**config.mk**
```make
export PLATFORM = sky130hd
export DESIGN_NAME = vend_dispense_ctrl
export DESIGN_NICKNAME = d
export VERILOG_FILES = /design/src/rtl/vend_pkg.sv /design/src/rtl/vend_timeout_cnt.sv /design/src/rtl/vend_dispense_ctrl.sv
export SDC_FILE = /design/constraint.sdc
export NUM_CORES = 1
export LEC_CHECK = 0
export ABC_AREA = 0
export ABC_CLOCK_PERIOD_IN_PS = 1850
export CORE_MARGIN = 4
export CORE_UTILIZATION = 35
export DETAILED_ROUTE_END_ITERATION = 10
export PLACE_DENSITY_LB_ADDON = 0.25
export SLEW_MARGIN = 10
export SYNTH_ARGS = -nofsm -noshare
export SYNTH_HDL_FRONTEND = slang
export SYNTH_SLANG_ARGS = --single-unit
```
**constraint.sdc**
```tcl
create_clock -name clk -period 1.85 [get_ports clk]
set_clock_uncertainty 0.05 [all_clocks]
set_input_delay 0.37 -clock clk [delete_from_list [all_inputs] [get_ports clk]]
set_output_delay 0.37 -clock clk [all_outputs]
set_load 0.02 [all_outputs]
```
**src/rtl/vend_pkg.sv**
```systemverilog
// Shared types and constants for the vending controller and its dispense stage.
package vend_pkg;

  localparam int GOODS_W         = 3;
  localparam int CHANGE_W        = 3;
  localparam int TIMEOUT_CYC_DEF = 60;
  localparam int PULSE_W_DEF     = 4;

  typedef enum logic [2:0] {
    ST_IDLE     = 3'd0,
    ST_VEND     = 3'd1,
    ST_PULSE    = 3'd2,
    ST_WAIT_ACK = 3'd3,
    ST_FAULT    = 3'd4
  } dispense_state_t;

endpackage

```
**src/rtl/vend_timeout_cnt.sv**
```systemverilog
// Clear/enable cycle counter with a terminal flag at TIMEOUT_CYC-1.
module vend_timeout_cnt #(
  parameter int TIMEOUT_CYC = 60
) (
  input  logic clk,
  input  logic rst,
  input  logic clr,
  input  logic en,
  output logic term
);

  localparam int CW = $clog2(TIMEOUT_CYC + 1);

  logic [CW-1:0] count;

  always_ff @(posedge clk) begin
    if (rst || clr) begin
      count <= '0;
    end else if (en) begin
      count <= count + CW'(1);
    end
  end

  assign term = (count == CW'(TIMEOUT_CYC - 1));

endmodule

```
**src/rtl/vend_dispense_ctrl.sv**
```systemverilog
// Turns each new sale/refund from the vending FSM into a motor run followed
// by one hopper pulse/ack round per yuan of change.
module vend_dispense_ctrl
  import vend_pkg::*;
#(
  parameter int TIMEOUT_CYC = TIMEOUT_CYC_DEF,
  parameter int PULSE_W     = PULSE_W_DEF
) (
  input  logic                clk,
  input  logic                rst,
  input  logic [GOODS_W-1:0]  sell,
  input  logic [CHANGE_W-1:0] change,
  input  logic                motor_done,
  input  logic                hopper_ack,
  input  logic                fault_clr,
  output logic                motor_en,
  output logic [GOODS_W-1:0]  motor_sel,
  output logic                coin_pulse,
  output logic                busy,
  output logic                fault,
  output logic                overrun
);

  localparam int PW = $clog2(PULSE_W + 1);

  dispense_state_t               state;
  logic [GOODS_W+CHANGE_W-1:0]   req;
  logic [GOODS_W+CHANGE_W-1:0]   prev_req;
  logic                          new_req;
  logic [CHANGE_W-1:0]           change_left;
  logic [CHANGE_W-1:0]           change_dec;
  logic [PW-1:0]                 pulse_cnt;
  logic                          tmo_en;
  logic                          tmo_clr;
  logic                          tmo_term;

  // A request is a change of the held {sell,change} pair to a non-zero value.
  assign req        = {sell, change};
  assign new_req    = (req != prev_req) && (req != '0);
  assign change_dec = (change_left != '0) ? change_left - CHANGE_W'(1) : change_left;

  assign tmo_en  = (state == ST_VEND) || (state == ST_WAIT_ACK);
  assign tmo_clr = !tmo_en
                 || ((state == ST_VEND) && motor_done)
                 || ((state == ST_WAIT_ACK) && hopper_ack);

  assign busy  = (state != ST_IDLE);
  assign fault = (state == ST_FAULT);

  vend_timeout_cnt #(
    .TIMEOUT_CYC(TIMEOUT_CYC)
  ) u_tmo (
    .clk (clk),
    .rst (rst),
    .clr (tmo_clr),
    .en  (tmo_en),
    .term(tmo_term)
  );

  always_ff @(posedge clk) begin
    if (rst) begin
      state       <= ST_IDLE;
      prev_req    <= '0;
      change_left <= '0;
      pulse_cnt   <= '0;
      motor_en    <= 1'b0;
      motor_sel   <= '0;
      coin_pulse  <= 1'b0;
      overrun     <= 1'b0;
    end else begin
      prev_req <= req;
      if (new_req && (state != ST_IDLE)) begin
        overrun <= 1'b1;
      end
      case (state)
        ST_IDLE: begin
          if (new_req) begin
            change_left <= change;
            if (sell != '0) begin
              motor_en  <= 1'b1;
              motor_sel <= sell;
              state     <= ST_VEND;
            end else begin
              coin_pulse <= 1'b1;
              pulse_cnt  <= '0;
              state      <= ST_PULSE;
            end
          end
        end
        ST_VEND: begin
          // Done is checked first so it beats a same-cycle timeout.
          if (motor_done) begin
            motor_en  <= 1'b0;
            motor_sel <= '0;
            if (change_left != '0) begin
              coin_pulse <= 1'b1;
              pulse_cnt  <= '0;
              state      <= ST_PULSE;
            end else begin
              state <= ST_IDLE;
            end
          end else if (tmo_term) begin
            motor_en  <= 1'b0;
            motor_sel <= '0;
            state     <= ST_FAULT;
          end
        end
        ST_PULSE: begin
          if (pulse_cnt == PW'(PULSE_W - 1)) begin
            coin_pulse <= 1'b0;
            state      <= ST_WAIT_ACK;
          end else begin
            pulse_cnt <= pulse_cnt + PW'(1);
          end
        end
        ST_WAIT_ACK: begin
          if (hopper_ack) begin
            change_left <= change_dec;
            if (change_dec != '0) begin
              coin_pulse <= 1'b1;
              pulse_cnt  <= '0;
              state      <= ST_PULSE;
            end else begin
              state <= ST_IDLE;
            end
          end else if (tmo_term) begin
            state <= ST_FAULT;
          end
        end
        ST_FAULT: begin
          if (fault_clr) begin
            change_left <= '0;
            state       <= ST_IDLE;
          end
        end
        default: state <= ST_IDLE;
      endcase
    end
  end

endmodule

```
==> results of run 1 <==
[worst max-delay path: cells and delay by family, from the launching register on]
family | cells | cell delay, ns
AOI/OAI and AO/OA | 1 | 0.07
adders and majority gates | 1 | 0.17
buffers and inverters | 1 | 0.06
DFF | 1 | 0.34
and+or+nand+nor | 4 | 1.02
[cells by family (layout without fill, tap and decap cells)]
family                   count (synthesis)  count (layout)
buffers and inverters                   14              58
XOR/XNOR                                 9               9
AND/OR/NAND/NOR                         78              78
flip-flops                              27              27
AO/OA/AOI/OAI                           38              38
multiplexers                             8               8
adder cells (fa/ha/maj)                  5               5
[cell type report]
cell class / instances / area [um^2] / area share
Sequential cell: 27 / 546.8 / 0.2652
Clock buffer: 4 / 45.04 / 0.02184
Tap cell: 50 / 62.56 / 0.03034
Timing Repair Buffer: 46 / 377.9 / 0.1833
Inverter: 8 / 30.03 / 0.01456
Multi-Input combinational cell: 138 / 999.7 / 0.4848
[routing by layer]
layer	vias up	global-route usage	share of wire
met1	651	0.2036	0.52
met5	-	0	0
met3	4	0.02838	0.043
met4	0	0.02616	0.0077
li1	726	-	-
met2	28	0.2195	0.43
[power groups by stage]
stage	clock [mW]	combinational, mW	sequential, mW
CTS	0.356	0.858	0.708
floorplan	0	0.507	0.752
finish	0.343	0.934	0.713
global placement	0	0.853	0.718
global route	0.378	1.02	0.724
detailed placement	0	0.857	0.719
[flip-flops by register name, indices dropped and copies added, names as in the netlist]
| register | count |
|---|---|
| change_left | 3 |
| motor_en | 1 |
| motor_sel | 3 |
| prev_req | 6 |
| state | 3 |
| coin_pulse | 1 |
| overrun | 1 |
| pulse_cnt | 3 |
| u_tmo.count | 6 |
[repair_timing]
action / in CTS / in global routing
pin swaps: 3 / 7
setup endpoints to repair: 15 / 9
cloned: 0 / 0
gates resized for setup: 15 / 20
setup buffers: 0 / 1
[layout by cell type (no fill, tap or decap), types with 3 or more instances in the layout]
| cell | count |
|---|---|
| sky130_fd_sc_hd__dfxtp_1 | 24 |
| sky130_fd_sc_hd__o21ai_0 | 6 |
| sky130_fd_sc_hd__clkdlybuf4s50_1 | 8 |
| sky130_fd_sc_hd__clkbuf_8 | 3 |
| sky130_fd_sc_hd__a211oi_1 | 5 |
| sky130_fd_sc_hd__nand4_1 | 3 |
| sky130_fd_sc_hd__ha_1 | 4 |
| sky130_fd_sc_hd__a21oi_1 | 7 |
| sky130_fd_sc_hd__or3_1 | 3 |
| sky130_fd_sc_hd__mux2i_1 | 7 |
| sky130_fd_sc_hd__nor2_1 | 17 |
| sky130_fd_sc_hd__buf_4 | 28 |
| sky130_fd_sc_hd__dlygate4sd2_1 | 6 |
| sky130_fd_sc_hd__nor2b_1 | 7 |
| sky130_fd_sc_hd__clkdlybuf4s15_1 | 3 |
| sky130_fd_sc_hd__nor3_1 | 3 |
| sky130_fd_sc_hd__inv_2 | 3 |
| sky130_fd_sc_hd__nand2_1 | 19 |
| sky130_fd_sc_hd__xor2_1 | 9 |
| sky130_fd_sc_hd__a31oi_1 | 3 |
| sky130_fd_sc_hd__inv_1 | 5 |
[final timing paths]
check,startpoint,to,cells past startpoint
max,change_left[0],coin_pulse,7
min,sell[2],prev_req[5],2
max reg2reg,change_left[0],coin_pulse,7
min reg2reg,motor_en,motor_en,2
[through the flow]
stage,setup WS [ns],utilization
after floorplan,0.01232,-
after global placement,-0.3982,0.4752
after detailed placement,-0.4151,0.4752
after CTS,-0.003818,0.4877
after global routing,-0.005540,0.5011
final,0.06018,0.5011
==> summary.log, run 1 <==
INFO  status         outcome=completed
INFO  synth          synth_top_family_by_area=simple AND/OR/NAND/NOR gates
INFO  worst_setup_path setup.worst_path.class=flip-flop to flip-flop
INFO  clock_tree     tritoncts_clock_tree=done
INFO  synth          per_instance_average_area_after_synthesis=8.556um^2
INFO  synth          netlist.area_leader.share=0.3529
INFO  worst_setup_path critPathMaxStageDelay=0.54ns
INFO  power_and_ir_drop leakage=0.8545nW
INFO  worst_setup_path critPathSlowestCell=sky130_fd_sc_hd__or4_4
INFO  floorplan      floorplan.initialDensity=0.3721
INFO  power_and_ir_drop power_switching_share=0.3468
INFO  detailed_routing detail_route.first_pass.iterations=4
INFO  detailed_routing detailroute.via_count=1409
INFO  synth          synth_fa_ha_area_frac=0.04085
INFO  placed_design  port_buffers=18
INFO  synth          most_repeated_cell_in_the_gate_level_netlist_after_synthesis=sky130_fd_sc_hd__dfxtp_1
INFO  floorplan      floorplan.rows=23
INFO  floorplan      core_area=4115um^2
INFO  synth          postSynthNetCount=195
INFO  grt            antenna_found_initial=0
INFO  detailed_routing route.antenna.remaining_nets=0
INFO  grt            largest_net_degree_at_the_start_of_global_routing=16
INFO  clock_tree     cts_max_level=1
INFO  placed_design  hpwl=2.786mm
INFO  synth          synth_top_cells_by_area=sky130_fd_sc_hd__dfxtp_1 (35%), sky130_fd_sc_hd__xor2_1 (5.1%), sky130_fd_sc_hd__nand2_1 (4.9%), sky130_fd_sc_hd__mux2i_1 (4.6%), sky130_fd_sc_hd__nor2_1 (4.2%)
INFO  clock_tree     clk_root_buffer_cell=sky130_fd_sc_hd__clkbuf_8
INFO  grt            globalRoute.totalOverflow=0
INFO  layout         final_area=2062um^2
INFO  synth          netlist_top_cells_count=sky130_fd_sc_hd__dfxtp_1 (27), sky130_fd_sc_hd__nand2_1 (20), sky130_fd_sc_hd__nor2_1 (17)
INFO  floorplan      number_of_top_level_pins=19
INFO  power_and_ir_drop switching_power=690.0uW
INFO  worst_setup_path crit_chain=inv_2 -> ha_4 -> nand2b_4 -> nor3_1 -> or4_4 -> or3b_1 -> o311ai_1
INFO  layout         filler_cell_count=396
INFO  detailed_routing drt-total-wl=3.659mm
INFO  synth          synth_enable_flop_cells=0
INFO  power_and_ir_drop clockPowerShare=0.172
INFO  synth          synthCells=179
INFO  worst_setup_path setup_slack_reg_to_reg=0.06ns
INFO  detailed_routing drt-vias-per-instance=5.161
INFO  floorplan      die-area=5498um^2
INFO  clock_tree     worstSkewPairLatency=0.28ns
INFO  worst_setup_path worstSetupStartpointType=flip-flop
INFO  worst_setup_path worstPathRequired=1.99ns
INFO  worst_setup_path critPathCaptureType=flip-flop
INFO  timing         finalCriticalPeriod=1.790ns
INFO  worst_hold_path classification_of_the_worst_slack_hold_path=input port to flip-flop
INFO  clock_tree     clk_pin_slew_worst_paths=0.09ns
INFO  placed_design  dpl_cell_area=1956um^2
INFO  layout         final_layout_size_suffix_gt1_frac=0.2735
INFO  worst_setup_path worstPathArrival=1.93ns
INFO  flow_run       cap_viol_max_count=0
INFO  clock_tree     ctsLongestPathBuffers=2
INFO  synth          post-synth-top-area-cell=sky130_fd_sc_hd__dfxtp_1
INFO  timing         share_of_the_clock_period_used_by_the_worst_path=0.9675
INFO  layout         antenna_cells_inserted=0
INFO  placed_design  gp_congestion=0.8480
INFO  power_and_ir_drop share_of_power_burned_in_combinational_logic=0.469
INFO  power_and_ir_drop power=1.990mW
INFO  synth          synth-main-ff-cell=sky130_fd_sc_hd__dfxtp_1
INFO  timing         relSlewSlack=0.7386
INFO  synth          synthXorXnorAreaFrac=0.05147
INFO  timing         timing.setup.tns=0ns
INFO  timing         whs=0.3428ns
INFO  power_and_ir_drop power_report.internal_total=1.300mW
INFO  synth          netlist_area=1531um^2
INFO  power_and_ir_drop power_per_cell_area=965.0nW/um^2
INFO  timing         maxSlewViolCount=0
INFO  detailed_routing drt_iter0_markers=81
INFO  synth          ys_types=51
INFO  synth          yosys-mux-area-fraction=0.05310
INFO  power_and_ir_drop irDropWorstVdd=0.4324mV
INFO  timing         max_freq=0.5587GHz
INFO  detailed_routing drc_errors=0
INFO  synth          ys_seq_area_frac=0.3529
INFO  layout         final_cells=273
INFO  detailed_routing wire_per_inst=13.40um
INFO  timing         setup_viol=0
INFO  grt            grt_first_pass_wirelength=6.147mm
INFO  timing         max_slew.worst_pin.slew=0.3888ns
INFO  placed_design  dpl.cell_count=268
INFO  floorplan      die_width=74.15um
INFO  synth          yosys_warnings=0
INFO  layout         layout.nets=240
INFO  clock_tree     cts_made_buffers=3
INFO  clock_tree     tritoncts_num_sinks=27
INFO  synth          synth_compound_area_frac=0.1724
INFO  worst_setup_path worst-path-max-fanout=3
INFO  synth          ys_seq_elements=27
INFO  grt            first_global_vias=1396
INFO  synth          synth_simple_gate_area_share=0.2900
INFO  timing         finalHoldViolCount=0
INFO  floorplan      die_h=74.15um
INFO  clock_tree     holdBufCountCts=0
INFO  synth          postSynth.asyncResetShare=0
INFO  grt            grt.total_usage=0.1411
INFO  power_and_ir_drop seq_power_share=0.358
INFO  layout         area.growth.synth_to_final=34.64%
No activity file was read; power rests on OpenSTA's default activity.
==> run 2, diff against run 1 <==
--- a/config.mk
+++ b/config.mk
@@ -9,6 +9,7 @@
 export ABC_CLOCK_PERIOD_IN_PS = 1850
 export CORE_MARGIN = 4
 export CORE_UTILIZATION = 35
+export CTS_BUF_LIST = sky130_fd_sc_hd__clkbuf_4
 export DETAILED_ROUTE_END_ITERATION = 10
 export PLACE_DENSITY_LB_ADDON = 0.25
 export SLEW_MARGIN = 10
==> run 2 against run 1 <==
Critical path depth unchanged. Clock-buffer cell count unchanged. Utilization down 1.0 points. Sequential power about the same. Power down 5.7%. Sequential cell count is the same. First-iteration DRC count is 28% higher. Via count increased by 0.71%. Non-clock buffer count down 1. Die area did not move. Worst setup slack worse by 0.017 ns. Combinational power down 4.9%. Largest power group unchanged.
==> summary.log, run 2 (synthesized netlist as in run 1, its figures left out) <==
INFO  status         outcome=completed
INFO  worst_setup_path worst-path-max-fanout=3 [unchanged]
INFO  layout         most-common-layout-cells=sky130_fd_sc_hd__buf_4 (27), sky130_fd_sc_hd__dfxtp_1 (23), sky130_fd_sc_hd__nand2_1 (19)
INFO  layout         final_layout_size_suffix_gt1_frac=0.2658 [-0.007777]
INFO  clock_tree     clk_pin_slew_worst_paths=0.15ns [+0.06 ns]
INFO  worst_setup_path setup_slack_reg_to_reg=0.04ns [-0.02 ns]
INFO  detailed_routing drt-total-wl=3.607mm [-1.4%]
INFO  detailed_routing drt-vias-per-instance=5.217 [+1.1%]
INFO  placed_design  port_buffers=18 [unchanged]
INFO  timing         finalCriticalPeriod=1.807ns [+0.01672 ns]
INFO  clock_tree     clk_root_buffer_cell=sky130_fd_sc_hd__clkbuf_4
INFO  placed_design  post-place-ws=-0.4151ns [unchanged]
INFO  layout         biggestRegsByFlops=prev_req (6), u_tmo.count (6)
INFO  detailed_routing detailroute.via_count=1419 [+0.71%]
INFO  clock_tree     cts_made_buffers=3 [unchanged]
INFO  placed_design  gp_congestion=0.8480 [unchanged]
INFO  layout         area.growth.synth_to_final=31.86%
INFO  worst_setup_path critPathCaptureType=flip-flop
INFO  worst_setup_path worstPathArrival=2.00ns [+0.07 ns]
INFO  clock_tree     cts_setup_buffers=0 [unchanged]
INFO  detailed_routing detail_route.first_pass.iterations=4 [unchanged]
INFO  worst_setup_path worstPathRequired=2.05ns [+0.06 ns]
INFO  clock_tree     tritoncts_num_sinks=27 [unchanged]
INFO  timing         postLayoutSetupSlackWorst=0.04346ns [-0.01672 ns]
INFO  worst_setup_path critPathMaxStageDelay=0.52ns [-0.02 ns]
INFO  timing         finalHoldViolCount=0 [unchanged]
INFO  detailed_routing route.antenna.remaining_nets=0 [unchanged]
INFO  worst_hold_path worstHoldStart=change[0]
INFO  power_and_ir_drop leakage=0.8465nW [-0.94%]
INFO  worst_hold_path classification_of_the_worst_slack_hold_path=input port to flip-flop
INFO  timing         share_of_the_clock_period_used_by_the_worst_path=0.9765 [+0.009036]
INFO  clock_tree     worstSkewPairLatency=0.33ns [+0.05 ns]
INFO  grt            globalRoute.totalOverflow=0 [unchanged]
INFO  power_and_ir_drop power_per_cell_area=929.3nW/um^2 [-3.7%]
INFO  worst_setup_path critical_path.reg2reg.startpoint=change_left[0]
INFO  floorplan      core_area=4115um^2 [unchanged]
INFO  floorplan      die_h=74.15um [unchanged]
INFO  timing         max_slew.worst_pin.slew=0.3780ns [-0.01081 ns]
INFO  worst_setup_path worstReg2RegEnd=coin_pulse
INFO  timing         maxSlewViolCount=0 [unchanged]
INFO  worst_setup_path setup.worst_path.class=flip-flop to flip-flop
INFO  worst_setup_path critPathBufInv=1 [unchanged]
INFO  detailed_routing drt_iter0_markers=104 [+28%]
INFO  floorplan      die-area=5498um^2 [unchanged]
INFO  timing         setup_viol=0 [unchanged]
INFO  layout         leading_cell_type_in_the_layout_fill_and_taps_excluded=sky130_fd_sc_hd__buf_4
INFO  grt            grt.total_usage=0.1427 [+0.001637]
INFO  worst_setup_path crit_chain=inv_2 -> ha_4 -> nand2b_1 -> nor3_1 -> or4_4 -> or3b_1 -> o311ai_1
INFO  power_and_ir_drop power=1.877mW [-5.7%]
INFO  layout         layout.nets=239 [-0.42%]
INFO  layout         antenna_cells_inserted=0 [unchanged]
INFO  floorplan      number_of_top_level_pins=19 [unchanged]
INFO  timing         setup_repair_after_global_routing_missed_its_margin=yes
INFO  grt            antenna_found_initial=0 [unchanged]
INFO  detailed_routing drc_errors=0 [unchanged]
INFO  power_and_ir_drop irDropWorstVdd=0.3463mV [-20%]
INFO  worst_setup_path reg2regPathDepth=7 [unchanged]
INFO  worst_setup_path worstSetupStartpointType=flip-flop
INFO  worst_hold_path hold_depth=2 [unchanged]
INFO  timing         relSlewSlack=0.7459 [+0.007266]
INFO  clock_tree     ctsLongestPathBuffers=2 [unchanged]
INFO  floorplan      floorplan.initialDensity=0.3721 [unchanged]
INFO  grt            first_global_vias=1405 [+0.64%]
INFO  clock_tree     cts_max_level=1 [unchanged]
INFO  worst_setup_path crit_family=simple AND/OR/NAND/NOR gates
INFO  placed_design  hpwl=2.786mm [unchanged]
INFO  timing         max_freq=0.5535GHz [-0.93%]
INFO  flow_run       cap_viol_max_count=0 [unchanged]
INFO  floorplan      die_width=74.15um [unchanged]
INFO  grt            grt_first_pass_wirelength=6.175mm [+0.46%]
INFO  grt            largest_net_degree_at_the_start_of_global_routing=16 [unchanged]
INFO  floorplan      floorplan.rows=23 [unchanged]
INFO  clock_tree     holdBufCountCts=0 [unchanged]
INFO  detailed_routing wire_per_inst=13.26um [-1.1%]
INFO  clock_tree     tritoncts_clock_tree=done
INFO  worst_hold_path whs_endpoint=prev_req[0]
INFO  worst_setup_path critPathSlowestCell=sky130_fd_sc_hd__or4_4
[run 2: cell count changes in the layout (fill, tap and decap cells not counted), sizes merged]
| cell | before | now |
|---|---|---|
| clkdlybuf4s15 | 3 | 0 |
| clkdlybuf4s50 | 8 | 10 |
| buf | 28 | 29 |
| clkbuf | 5 | 4 |
| dlygate4sd2 | 6 | 5 |
| dlymetal6s2s | 0 | 1 |
[run 2: worst max-delay path by stage]
stage | from | end | cells past startpoint
after CTS | change[0] | coin_pulse | 6
after global placement | sell[1] | coin_pulse | 6
final | change_left[0] | coin_pulse | 7
after global routing | change_left[1] | pulse_cnt[2] | 7
after detailed placement | sell[1] | pulse_cnt[2] | 6
after floorplan | change_left[0] | coin_pulse | 7
[run 2: cell type report]
| class | instances | area (um^2) |
|---|---|---|
| well taps | 50 | 62.56 |
| flip-flops and latches | 27 | 548.0 |
| inverters | 8 | 30.03 |
| multi-input cells | 138 | 979.7 |
| clock buffers | 4 | 30.03 |
| repair buffers | 45 | 369.1 |
| fillers | 391 | 2096 |
[run 2: what timing repair did]
item                                    CTS  global route
resized for setup                        20            10
pin swaps                                 4             3
endpoints found under the setup margin   11             9
endpoints found under the hold margin     0             0
[run 2: metal layers]
layer,share of wire,track usage
met5,0,0
met4,0.016,0.03622
met3,0.054,0.03243
met2,0.42,0.2185
met1,0.51,0.2026
[run 2: worst reg2reg max path: stages, from the launching register on]
cell,delay (ns)
sky130_fd_sc_hd__dfxtp_2,0.36
sky130_fd_sc_hd__inv_2,0.05
sky130_fd_sc_hd__ha_4,0.16
sky130_fd_sc_hd__nand2b_1,0.08
sky130_fd_sc_hd__nor3_1,0.06
sky130_fd_sc_hd__or4_4,0.52
sky130_fd_sc_hd__or3b_1,0.36
sky130_fd_sc_hd__o311ai_1,0.08
[run 2: power by group]
part / leakage (nW) / switching [mW] / internal, mW
sequential: 0.224 / 0.0506 / 0.662
clock: 0.0184 / 0.177 / 0.0992
combinational: 0.604 / 0.440 / 0.448
[run 2: metrics by stage]
| stage | hold WS [ns] | instances | area [um^2] | setup TNS [ns] | util |
|---|---|---|---|---|---|
| after floorplan | 0.3677 | 179 | 1540 | 0 | - |
| after global placement | 0.3835 | 268 | 1956 | -4.963 | 0.4752 |
| after detailed placement | 0.3901 | 268 | 1956 | -5.014 | 0.4752 |
| after CTS | 0.4118 | 272 | 2016 | 0 | 0.4898 |
| after global routing | 0.3252 | 272 | 2019 | -0.1409 | 0.4907 |
| final | 0.3212 | 272 | 2019 | 0 | 0.4907 |
